[src/rtl/icache_direct_mapped.sv]
// icache_direct_mapped: direct-mapped, read-only instruction cache.
// Hits return the addressed 32-bit word combinationally. A miss fetches the
// whole 128-bit block from instruction memory and installs it before retrying.
// Optional build macro ICACHE_PERF_EN adds saturating hit/miss counters
// (hit_count, miss_count). Without it those ports and counters do not exist.
module icache_direct_mapped #(
    parameter int NUM_SETS = 8,
    parameter int INDEX_W  = $clog2(NUM_SETS),
    parameter int TAG_W    = 28 - INDEX_W
) (
    input  logic         clock,
    input  logic         reset,
    input  logic         read,
    input  logic [31:0]  address,
    input  logic         flush,
    output logic [31:0]  instruction,
    output logic         busywait,
    output logic         mem_read,
    output logic [27:0]  mem_address,
    input  logic [127:0] mem_readdata,
    input  logic         mem_busywait
`ifdef ICACHE_PERF_EN
    ,
    output logic [31:0]  hit_count,
    output logic [31:0]  miss_count
`endif
);

    typedef enum logic [1:0] {
        IDLE     = 2'd0,
        MEM_READ = 2'd1,
        UPDATE   = 2'd2
    } state_t;

    state_t state_reg;
    logic   flush_pending_reg;
    logic   mem_read_reg;
    logic [27:0] mem_address_reg;

    // Line storage; tags and data are never reset, only the valid bits are.
    logic           valid_reg [NUM_SETS];
    logic [TAG_W-1:0] tag_mem [NUM_SETS];
    logic [127:0]   data_mem [NUM_SETS];

    logic [INDEX_W-1:0] index;
    logic [TAG_W-1:0]   tag;
    logic [1:0]         word_sel;
    logic               hit;
    logic               invalidate_all;
    logic               install;
    logic               unused_addr_bits;

    assign index    = address[4 +: INDEX_W];
    assign tag      = address[31 -: TAG_W];
    assign word_sel = address[3:2];
    // Byte offset within the word is meaningless for instruction fetch.
    assign unused_addr_bits = &{1'b0, address[1:0]};

    assign hit = valid_reg[index] && (tag_mem[index] == tag);

    // A pending or fresh flush is only honoured in IDLE so a fill in flight is never cut short.
    assign invalidate_all = (state_reg == IDLE) && (flush || flush_pending_reg);
    assign install        = (state_reg == UPDATE);

    assign busywait    = read && ((state_reg != IDLE) || !hit || flush_pending_reg);
    assign mem_read    = mem_read_reg;
    assign mem_address = mem_address_reg;

    // Word select out of the indexed line; zero unless the lookup hits.
    always_comb begin
        instruction = 32'd0;
        if (hit) begin
            case (word_sel)
                2'd0:    instruction = data_mem[index][31:0];
                2'd1:    instruction = data_mem[index][63:32];
                2'd2:    instruction = data_mem[index][95:64];
                default: instruction = data_mem[index][127:96];
            endcase
        end
    end

    // Per-set valid bits: cleared by reset or flush, set when the line is installed.
    for (genvar gi = 0; gi < NUM_SETS; gi++) begin : g_valid
        always_ff @(posedge clock) begin
            if (reset) begin
                valid_reg[gi] <= 1'b0;
            end else if (invalidate_all) begin
                valid_reg[gi] <= 1'b0;
            end else if (install && (index == INDEX_W'(gi))) begin
                valid_reg[gi] <= 1'b1;
            end
        end
    end

    // Tag and data write on the UPDATE edge; address is held stable by the CPU during a fill.
    always_ff @(posedge clock) begin
        if (install) begin
            tag_mem[index]  <= tag;
            data_mem[index] <= mem_readdata;
        end
    end

    // Miss-handling FSM with registered memory request outputs.
    always_ff @(posedge clock) begin
        if (reset) begin
            state_reg         <= IDLE;
            flush_pending_reg <= 1'b0;
            mem_read_reg      <= 1'b0;
            mem_address_reg   <= 28'd0;
        end else begin
            case (state_reg)
                IDLE: begin
                    if (flush || flush_pending_reg) begin
                        flush_pending_reg <= 1'b0;
                    end else if (read && !hit) begin
                        state_reg       <= MEM_READ;
                        mem_read_reg    <= 1'b1;
                        mem_address_reg <= address[31:4];
                    end
                end
                MEM_READ: begin
                    if (flush) begin
                        flush_pending_reg <= 1'b1;
                    end
                    if (!mem_busywait) begin
                        state_reg    <= UPDATE;
                        mem_read_reg <= 1'b0;
                    end
                end
                UPDATE: begin
                    if (flush) begin
                        flush_pending_reg <= 1'b1;
                    end
                    state_reg <= IDLE;
                end
                default: begin
                    state_reg    <= IDLE;
                    mem_read_reg <= 1'b0;
                end
            endcase
        end
    end

`ifdef ICACHE_PERF_EN
    logic [31:0] hit_count_reg;
    logic [31:0] miss_count_reg;

    assign hit_count  = hit_count_reg;
    assign miss_count = miss_count_reg;

    // Saturating counters; a flush does not clear them.
    always_ff @(posedge clock) begin
        if (reset) begin
            hit_count_reg  <= 32'd0;
            miss_count_reg <= 32'd0;
        end else begin
            if ((state_reg == IDLE) && read && hit && !flush_pending_reg
                    && (hit_count_reg != 32'hFFFF_FFFF)) begin
                hit_count_reg <= hit_count_reg + 32'd1;
            end
            if ((state_reg == IDLE) && !invalidate_all && read && !hit
                    && (miss_count_reg != 32'hFFFF_FFFF)) begin
                miss_count_reg <= miss_count_reg + 32'd1;
            end
        end
    end
`endif

endmodule

[config.mk]
export PLATFORM = sky130hd
export DESIGN_NAME = icache_direct_mapped
export DESIGN_NICKNAME = d
export VERILOG_FILES = /design/src/rtl/icache_direct_mapped.sv
export SDC_FILE = /design/constraint.sdc
export NUM_CORES = 1
export LEC_CHECK = 0
export ABC_AREA = 0
export BUFFER_PORTS_ARGS = -buffer_cell sky130_fd_sc_hd__clkbuf_2
export CAP_MARGIN = 10
export CORE_MARGIN = 2
export CORE_UTILIZATION = 60
export DETAILED_ROUTE_END_ITERATION = 10
export HOLD_SLACK_MARGIN = 0.1
export PLACE_DENSITY = 0.78
export SLEW_MARGIN = 20
export SYNTH_ARGS = -nofsm -noshare
export SYNTH_HDL_FRONTEND = slang
export SYNTH_SLANG_ARGS = --single-unit
[constraint.sdc]
create_clock -name clock -period 17.3 [get_ports clock]
set_input_delay 0.865 -clock clock [delete_from_list [all_inputs] [get_ports clock]]
set_output_delay 0.865 -clock clock [all_outputs]
set_load 0.02 [all_outputs]
==> flow_metrics.env <==
export IMPL_antenna_found_initial=19
export IMPL_final_area_sq_um=54700
export IMPL_core_area_sq_um=80400
export IMPL_setup_violations_final=0
export IMPL_worst_ep_arrival_time_ns=5.20
export IMPL_rsz0062_at_grt="false"
export IMPL_ys_ff_latch=1264
export IMPL_synthTopCellsByCount="edfxtp_1 (1232), mux4_2 (349), mux2i_1 (79)"
export IMPL_ys_seq_area_share_pct=77.4
export IMPL_syn_area_sq_um=48600
export IMPL_gr_total_overflow=0
export IMPL_ctsHtreeMaxLevel=3
export IMPL_cts_root_buf="clkbuf_16"
export IMPL_hold_buffers=0
export IMPL_leakage_nw=17.6
export IMPL_ff2ff_path_depth=6
export IMPL_die_h_um=289
export IMPL_clk_pin_slew_worst_paths_ns=0.06
export IMPL_cts_buffers=121
export IMPL_required_ns=16.43
export IMPL_place_ws_ns=11.14
export IMPL_crit_chain="buf_8, buf_4, nand2_2, a211oi_1, a31oi_1, o21ai_1, xnor2_1, a2111oi_2, nand4_2, buf_4, nor2_1, clkbuf_2"
export IMPL_synthesis_nets=2250
export IMPL_drt_total_wl_um=105000
export IMPL_syn2layout_area_growth_pct=12.5
export IMPL_rows=104
export IMPL_critical_path_buf_inv_count=4
export IMPL_synth_cells=2080
export IMPL_synth_area_top_cells="edfxtp_1 (76%), mux4_2 (16%), mux2i_1 (1.6%), dfxtp_1 (1.3%), nand2b_1 (0.85%)"
export IMPL_yosysMostFrequentCell="edfxtp_1"
export IMPL_ios=227
export IMPL_hp_class="primary input to flip-flop"
export IMPL_clk_path_buf_depth=3
export IMPL_synth_cell_types=48
export IMPL_dpl_instance_area_sq_um=50900
export IMPL_crit_path_start_kind="primary input"
export IMPL_via_per_inst=6.38
export IMPL_hold_depth=1
export IMPL_cp_common_cell="buf_4"
export IMPL_ant_nets=0
export IMPL_nets=2521
export IMPL_portBuffers=224
export IMPL_post_cts_buffers=0
export IMPL_dp_hpwl_um=55000
export IMPL_period_needed_ns=6.06
export IMPL_layout_setup_ws_ns=11.24
export IMPL_drtIter0Drc=2219
export IMPL_synth_edff_count=1232
export IMPL_grtUsageTotal_pct=25.9
export IMPL_die_width_um=289
export IMPL_post_cts_resized=0
export IMPL_fin_skew_ns=0.0177
export IMPL_ir_worst_vdd_mv=0.101
export IMPL_crit_path_top_delay_cell="buf_4"
export IMPL_clock_sinks=1264
export IMPL_failed_checks="max-slew violations"
export IMPL_yosysTopAreaCellShare_pct=76.1
export IMPL_end_kind="output pin"
export IMPL_routedWlPerCell_um=29.7
export IMPL_max_slew_worst_pin_slew_ns=1.51
export IMPL_async_flop_share_pct=0
export IMPL_first_pass_iters=5
export IMPL_power_mw=6.18
export IMPL_place_gp_congestion=0.765
export IMPL_cpPeakStageDelay_ns=0.88
export IMPL_cts_tree="done"
export IMPL_critPathKind="primary input to output pin"
export IMPL_yosys_warnings=0
export IMPL_layout_drive_gt1_share_pct=33.4
export IMPL_avgSynthCellArea_sq_um=23.4
export IMPL_relSlewSlack_pct=-0.532
export IMPL_clock_latency_ns=0.68
export IMPL_critical_path_max_fanout=77
export IMPL_drc=0
export IMPL_grt_pass1_wl_um=156000
export IMPL_yosys_area_top_type="edfxtp_1"
export IMPL_path_depth=12
export IMPL_dieArea_sq_um=83300
export IMPL_initial_core_util_pct=60.5
export IMPL_grt_max_degree=137
export IMPL_num_vias=22460
export IMPL_grt_pass1_vias=23747
export IMPL_final_period_utilization_pct=35.0
export IMPL_nFillCells=4862
export IMPL_powerDensity_nw_per_um2=113
export IMPL_drv_cap=0
export IMPL_largest_register_ffs=1024
export IMPL_synth_flop_cell="edfxtp_1"
export IMPL_max_freq_ghz=0.165
export IMPL_critical_path_top_delay_family="buffers and inverters"
export IMPL_timing_hold_violations_final=0
export IMPL_status="complete, but fails checks"
export IMPL_fin_tns_setup_ns=0
export IMPL_finalMaxSlewViolations=9
==> routing by layer <==
layer / wire (um) / vias up / part of all wire, % / global-route usage [%]
met1: 38900 / 11930 / 37 / 34.3
met3: 8000 / 166 / 7.7 / 5.56
met2: 55200 / 953 / 53 / 44.4
met4: 2280 / 18 / 2.2 / 6.60
met5: 110 / - / 0.11 / 0
li1: - / 9393 / - / -
==> report_power, final <==
part | switching [mW] | internal [mW] | total [mW]
sequential | 0.00625 | 3.38 | 3.38
combinational | 0.169 | 0.129 | 0.298
clock | 1.10 | 1.40 | 2.50
total | 1.27 | 4.91 | 6.18
==> cell type report <==
class	instances	area, sq um	share of cell area [%]
sequential	1264	37600	68.8
multi-input combinational	698	10500	19.2
clock buffer	158	3230	5.90
timing repair buffer	258	1460	2.66
tap	1060	1330	2.42
clock inverter	65	510	0.933
inverter	8	30.0	0.0549
antenna	8	20.0	0.0366
==> cell families after synthesis <==
family          count (synthesis)  synth area share [%]
mux                           451                  18.3
simple gates                  155                  1.71
compound gates                 64                 0.877
flops                        1264                  77.4
buf+inv                       118                  1.14
xor+xnor                       23                 0.414
fa+ha+maj                       5                 0.129
==> placed cells by master (no fill, tap or decap), types with 10 or more instances in the layout <==
cell type  Yosys  routed
nor2_1        42      36
buf_4          5      32
nand2b_1      66      66
clkinv_2       0      34
mux2i_1       79      79
xor2_1        12      12
xnor2_1       11      11
o22ai_1       17      17
a211oi_1      10      10
mux2_2        21      21
edfxtp_1    1232    1232
nand2_1       11      11
o21ai_0       10      10
dfxtp_1       32      32
clkbuf_16      0     122
nor3_1        16      14
clkbuf_2       0     219
clkinv_1       0      16
clkbuf_1      58      32
mux4_2       349     349
==> worst register-to-register path, delay by kind of cell (launching register included) <==
family,cells,cell delay (ns)
flops,1,0.36
fa+ha+maj,1,0.26
simple gates,2,1.14
buf+inv,3,1.70
==> path summary, 6_finish.rpt <==
path / slack, ns / startpoint / end
setup / recovery: 11.24 / address[4] / instruction[6]
hold / removal: 0.45 / mem_readdata[79] / data_mem[6][79]
setup reg to reg: 13.42 / state_reg[0] / data_mem[4][82]
hold reg to reg: 0.48 / mem_address[24] / mem_address[24]
==> metrics by stage <==
step	instances	util, %	hold WS (ns)
2_1_floorplan	2080	-	0.485
3_3_place_gp	3288	63.3	0.458
3_5_place_dp	3288	63.3	0.468
4_1_cts	3511	68.0	0.415
5_1_grt	3517	68.0	0.438
6_report	3519	68.0	0.453
Note: power is estimated with default switching activity, not from simulation.
